[src/rtl/mpmc12_resp_burst_tracker.sv]
// mpmc12_resp_burst_tracker
//   Tracks up to DEPTH outstanding read bursts in issue order and tags every
//   returning response beat with its channel, beat index and last flag, so the
//   read-data steering logic needs no knowledge of controller state.
//
// Ports
//   clk, rstn          clock, synchronous active-low reset
//   clear              synchronous flush, same effect as reset
//   req_valid/ready    burst issue handshake (ready == !full)
//   req_ch, req_len    channel and length (beats-1) of the issued burst
//   resp_valid         one response beat returned (no backpressure)
//   beat_*             registered beat tag, one cycle after acceptance
//   burst_done[_ch]    one-cycle completion pulse and its channel
//   busy, outstanding  queue occupancy
//   err_unexp, err_ovf sticky protocol errors (beat on empty / push on full)
module mpmc12_resp_burst_tracker #(
    parameter int NCH   = 8,
    parameter int BW    = 8,
    parameter int DEPTH = 4,
    localparam int CHW  = (NCH > 1) ? $clog2(NCH) : 1,
    localparam int AW   = $clog2(DEPTH)
) (
    input  logic           clk,
    input  logic           rstn,
    input  logic           clear,
    input  logic           req_valid,
    output logic           req_ready,
    input  logic [CHW-1:0] req_ch,
    input  logic [BW-1:0]  req_len,
    input  logic           resp_valid,
    output logic           beat_valid,
    output logic [CHW-1:0] beat_ch,
    output logic [BW-1:0]  beat_idx,
    output logic           beat_last,
    output logic           burst_done,
    output logic [CHW-1:0] burst_done_ch,
    output logic           busy,
    output logic [AW:0]    outstanding,
    output logic           err_unexp,
    output logic           err_ovf
);

    // Queue storage; contents need no reset because the pointers gate access.
    logic [CHW-1:0] ch_mem_q  [DEPTH];
    logic [BW-1:0]  len_mem_q [DEPTH];

    // Pointers carry one extra wrap bit so full and empty are distinguishable.
    logic [AW:0]    wr_ptr_q, wr_ptr_d;
    logic [AW:0]    rd_ptr_q, rd_ptr_d;
    logic [BW-1:0]  cnt_q, cnt_d;

    logic           beat_valid_q, beat_last_q, burst_done_q;
    logic [CHW-1:0] beat_ch_q, burst_done_ch_q;
    logic [BW-1:0]  beat_idx_q;
    logic           err_unexp_q, err_ovf_q;

    logic           flush, empty, full, push, accept, last;
    logic [CHW-1:0] head_ch;
    logic [BW-1:0]  head_len;

    assign flush    = !rstn || clear;
    assign empty    = (wr_ptr_q == rd_ptr_q);
    assign full     = (wr_ptr_q[AW] != rd_ptr_q[AW]) &&
                      (wr_ptr_q[AW-1:0] == rd_ptr_q[AW-1:0]);
    assign head_ch  = ch_mem_q[rd_ptr_q[AW-1:0]];
    assign head_len = len_mem_q[rd_ptr_q[AW-1:0]];

    // Full is judged before any same-cycle pop: no bypass into a freed slot.
    assign push     = req_valid && !full;
    assign accept   = resp_valid && !empty;
    assign last     = (cnt_q == head_len);

    always_comb begin
        wr_ptr_d = wr_ptr_q;
        rd_ptr_d = rd_ptr_q;
        cnt_d    = cnt_q;
        if (push) wr_ptr_d = wr_ptr_q + 1'b1;
        if (accept) begin
            if (last) begin
                rd_ptr_d = rd_ptr_q + 1'b1;
                cnt_d    = '0;
            end else begin
                cnt_d    = cnt_q + 1'b1;
            end
        end
    end

    always_ff @(posedge clk) begin
        if (push && !flush) begin
            ch_mem_q[wr_ptr_q[AW-1:0]]  <= req_ch;
            len_mem_q[wr_ptr_q[AW-1:0]] <= req_len;
        end
    end

    always_ff @(posedge clk) begin
        if (flush) begin
            wr_ptr_q        <= '0;
            rd_ptr_q        <= '0;
            cnt_q           <= '0;
            beat_valid_q    <= 1'b0;
            beat_ch_q       <= '0;
            beat_idx_q      <= '0;
            beat_last_q     <= 1'b0;
            burst_done_q    <= 1'b0;
            burst_done_ch_q <= '0;
            err_unexp_q     <= 1'b0;
            err_ovf_q       <= 1'b0;
        end else begin
            wr_ptr_q     <= wr_ptr_d;
            rd_ptr_q     <= rd_ptr_d;
            cnt_q        <= cnt_d;
            beat_valid_q <= accept;
            burst_done_q <= accept && last;
            // Tags hold their last accepted value between beats.
            if (accept) begin
                beat_ch_q   <= head_ch;
                beat_idx_q  <= cnt_q;
                beat_last_q <= last;
                if (last) burst_done_ch_q <= head_ch;
            end
            if (resp_valid && empty) err_unexp_q <= 1'b1;
            if (req_valid && full)   err_ovf_q   <= 1'b1;
        end
    end

    assign req_ready     = !full;
    assign busy          = !empty;
    assign outstanding   = wr_ptr_q - rd_ptr_q;
    assign beat_valid    = beat_valid_q;
    assign beat_ch       = beat_ch_q;
    assign beat_idx      = beat_idx_q;
    assign beat_last     = beat_last_q;
    assign burst_done    = burst_done_q;
    assign burst_done_ch = burst_done_ch_q;
    assign err_unexp     = err_unexp_q;
    assign err_ovf       = err_ovf_q;

endmodule

[config.mk]
export PLATFORM = sky130hd
export DESIGN_NAME = mpmc12_resp_burst_tracker
export DESIGN_NICKNAME = d
export VERILOG_FILES = /design/src/rtl/mpmc12_resp_burst_tracker.sv
export SDC_FILE = /design/constraint.sdc
export NUM_CORES = 1
export LEC_CHECK = 0
export CORE_MARGIN = 1
export CORE_UTILIZATION = 55
export DETAILED_ROUTE_END_ITERATION = 16
export DONT_BUFFER_PORTS = 1
export HOLD_SLACK_MARGIN = 0.15
export MAX_ROUTING_LAYER = met4
export PLACE_DENSITY_LB_ADDON = 0.05
export SYNTH_ARGS = -nofsm -noshare
export SYNTH_HDL_FRONTEND = slang
export SYNTH_SLANG_ARGS = --single-unit
[constraint.sdc]
create_clock -name clk -period 3.1 [get_ports clk]
set_clock_uncertainty 0.15 [all_clocks]
set_input_delay 0.62 -clock clk [delete_from_list [all_inputs] [get_ports clk]]
set_output_delay 0.62 -clock clk [all_outputs]
set_load 0.05 [all_outputs]
==> impl_metrics.env <==
export IMPL_hold_buffers=0
export IMPL_synth_edf_count=44
export IMPL_grt_pass1_vias=1882
export IMPL_max_freq_ghz=0.3566
export IMPL_core_area_um2=5540
export IMPL_hold_viol=0
export IMPL_vias=1893
export IMPL_utilization=0.6360
export IMPL_drv_slew=0
export IMPL_clock_sinks=79
export IMPL_ir_worst_vdd_v=0.0004592
export IMPL_rsz0062_at_grt="no"
export IMPL_area_growth_pct=10.52
export IMPL_wire_per_inst_um=16.91
export IMPL_diodes=0
export IMPL_cts_root_buf="clkbuf_8"
export IMPL_port_buffers=0
export IMPL_synth_mux_area_frac=0.09027
export IMPL_critPathCaptureType="register"
export IMPL_yosys_warnings=0
export IMPL_cts_tree="yes"
export IMPL_maxSlewHeadroom=0.5217
export IMPL_yosys_area_share_adder=0.03768
export IMPL_via_per_inst=5.685
export IMPL_grt_antenna_before_repair=0
export IMPL_die_area_um2=6105
export IMPL_row_count=27
export IMPL_finalCriticalPeriod_ns=2.805
export IMPL_fillers=437
export IMPL_insertion_delay_ns=0.35
export IMPL_finalWirelength_um=5630
export IMPL_dp_hpwl_um=3779
export IMPL_yosysUniqueCellTypes=35
export IMPL_leakagePower_nw=1.187
export IMPL_postCtsSetupBuffers=0
export IMPL_cp_max_fo=9
export IMPL_ant_nets=0
export IMPL_required_ns=3.21
export IMPL_syn_num_nets=273
export IMPL_cts_resized=0
export IMPL_min_path_type="input pin to register"
export IMPL_grt_util_all_layers=0.2135
export IMPL_cp_arrival_ns=2.92
export IMPL_status="finished, final reports clean"
export IMPL_setup_violations=0
export IMPL_worst_setup_path_start_kind="register"
export IMPL_htreeDepth=3
export IMPL_die_y_um=78.14
export IMPL_clkTransAtPathRegs_ns=0.08
export IMPL_drc=0
export IMPL_synth_compound_gate_area_share=0.05808
export IMPL_synthSimpleGateAreaFrac=0.1162
export IMPL_firstDrtPassIters=4
export IMPL_ys_async_sr_fraction=0
export IMPL_cap_viol_max_count=0
export IMPL_synthCells=248
export IMPL_die_w_um=78.14
export IMPL_nNetsFinal=281
export IMPL_cellPowerDensity_nw_per_um2=588.1
export IMPL_initial_core_util=0.5754
export IMPL_crit_type="register to register"
export IMPL_grt_pass1_wl_um=9218
export IMPL_ios=40
export IMPL_fin_crit_sh=0.9047
export IMPL_synth_yosys_seq_area_share=0.6342
export IMPL_synthFlopType="edfxtp_1"
export IMPL_cts_buffer_depth=2
export IMPL_p_total_mw=2.072
export IMPL_synth_xor_area_frac=0.04121
export IMPL_numCtsBuffers=9
export IMPL_grt_ovfl_total=0
export IMPL_worstMarginPinSlew_ns=0.7126
export IMPL_drive_above_1_share=0.1264
export IMPL_tns_ns=0
export IMPL_ys_ff_latch=79
export IMPL_grt_max_degree=18
export IMPL_synth_area_per_cell_um2=12.86
export IMPL_synth_top_family_by_area="simple AND/OR/NAND/NOR gates"
export IMPL_drt_iter0_drc=217
export IMPL_gp_congestion=0.7978
export IMPL_synth_cell_area_um2=3188
-- cell usage after synthesis, drive strengths merged, types with 2 or more instances --
library cell | instances | share of area
nand3 | 3 | 0.0047
o21ai | 5 | 0.0078
xnor2 | 12 | 0.033
nand2 | 41 | 0.048
dfxtp | 35 | 0.22
mux2i | 4 | 0.013
nand4 | 4 | 0.0078
buf | 2 | 0.0047
o211ai | 2 | 0.0047
and4 | 2 | 0.0055
nor3 | 7 | 0.013
ha | 8 | 0.031
a21oi | 19 | 0.030
clkbuf | 8 | 0.0094
xor2 | 3 | 0.0082
mux4 | 11 | 0.078
nor2 | 11 | 0.013
inv | 7 | 0.0082
and3 | 5 | 0.0098
edfxtp | 44 | 0.41
nor2b | 2 | 0.0039
o22ai | 2 | 0.0039
-- worst paths after layout --
check                                 start               to  slack [ns]  cells past startpoint
worst max-delay path               register         register        0.30                      5
worst min-delay path             req_len[5]  len_mem_q[1][5]        0.21                      0
worst max register to register     register         register        0.30                      5
worst min register to register  rd_ptr_q[2]      rd_ptr_q[2]        0.37                      2
-- layout by cell type (no fill, tap or decap), types with 2 or more instances in the layout --
master     netlist  layout
edfxtp_1        44      44
nand2_1         41      41
dfxtp_1         35      35
a21oi_1         19      19
xnor2_1         12      12
nor2_1          11      11
mux4_2          11      11
clkbuf_8         0       9
ha_1             8       8
inv_1            7       7
buf_4            0       7
nor3_1           6       6
and3_1           5       5
nand4_1          4       4
mux2i_1          4       4
o21ai_0          5       4
xor2_1           3       3
nand3_1          3       3
bufinv_16        0       3
nor2b_1          2       2
o211ai_1         2       2
o22ai_1          2       2
and4_1           2       2
clkbuf_1         8       2
-- report_power, final --
part,internal (mW),switching [mW]
clock,0.537,0.361
combinational,0.0166,0.0376
sequential,1.11,0.00817
total,1.67,0.406
-- registers in the layout, indices dropped and copies added, names as in the netlist, named ones only --
signal and flops:
beat_valid 1, beat_idx 8, wr_ptr_q 3, beat_last 1
err_unexp 1, rd_ptr_q 3, beat_ch 3, err_ovf 1
len_mem_q 32, burst_done 1, ch_mem_q 12, cnt_q 8
burst_done_ch 3
-- logic make-up (layout without fill, tap and decap cells) --
family,Yosys count,in the layout
and+or+nand+nor,80,80
DFF,79,79
AOI/OAI and AO/OA,33,33
buffers and inverters,17,30
xor gates and xnor gates,15,15
muxes,15,15
adders and majority gates,9,9
-- through the flow --
stage,hold WS (ns),setup slack [ns],cell area (um^2),instances
2_1_floorplan,0.3135,0.5280,3188,248
3_3_place_gp,0.3332,0.4850,3286,317
3_5_place_dp,0.3461,0.3431,3286,317
4_1_cts,0.1943,0.2685,3523,333
6_report,0.2096,0.2954,3523,333
5_1_grt,0.1931,0.08875,3523,333
-- area by class of cell --
type,instances,area (um^2),area share
multi-input combinational,152,1095,0.3107
clock inverter,5,106.4,0.03018
inverter,7,26.28,0.007457
tap,72,90.09,0.02557
timing repair buffer,7,52.55,0.01491
sequential,79,2022,0.5739
clock buffer,11,131.4,0.03729
-- worst max-delay path, stage by stage, from the launching register on --
cell and delay (ns):
dfxtp_1 0.67, mux4_2 0.58, xnor2_1 0.19, nand4_1 0.30, nor3_2 0.52, mux2i_1 0.30
-- routing by layer --
| metal | global-route usage | part of all wire | vias to the layer above |
|---|---|---|---|
| li1 | - | - | 916 |
| met4 | 0.1296 | 0.023 | 0 |
| met2 | 0.3070 | 0.45 | 65 |
| met3 | 0.05581 | 0.066 | 13 |
| met5 | - | 0 | - |
| met1 | 0.2721 | 0.46 | 899 |
(Power assumes the default switching activity.)
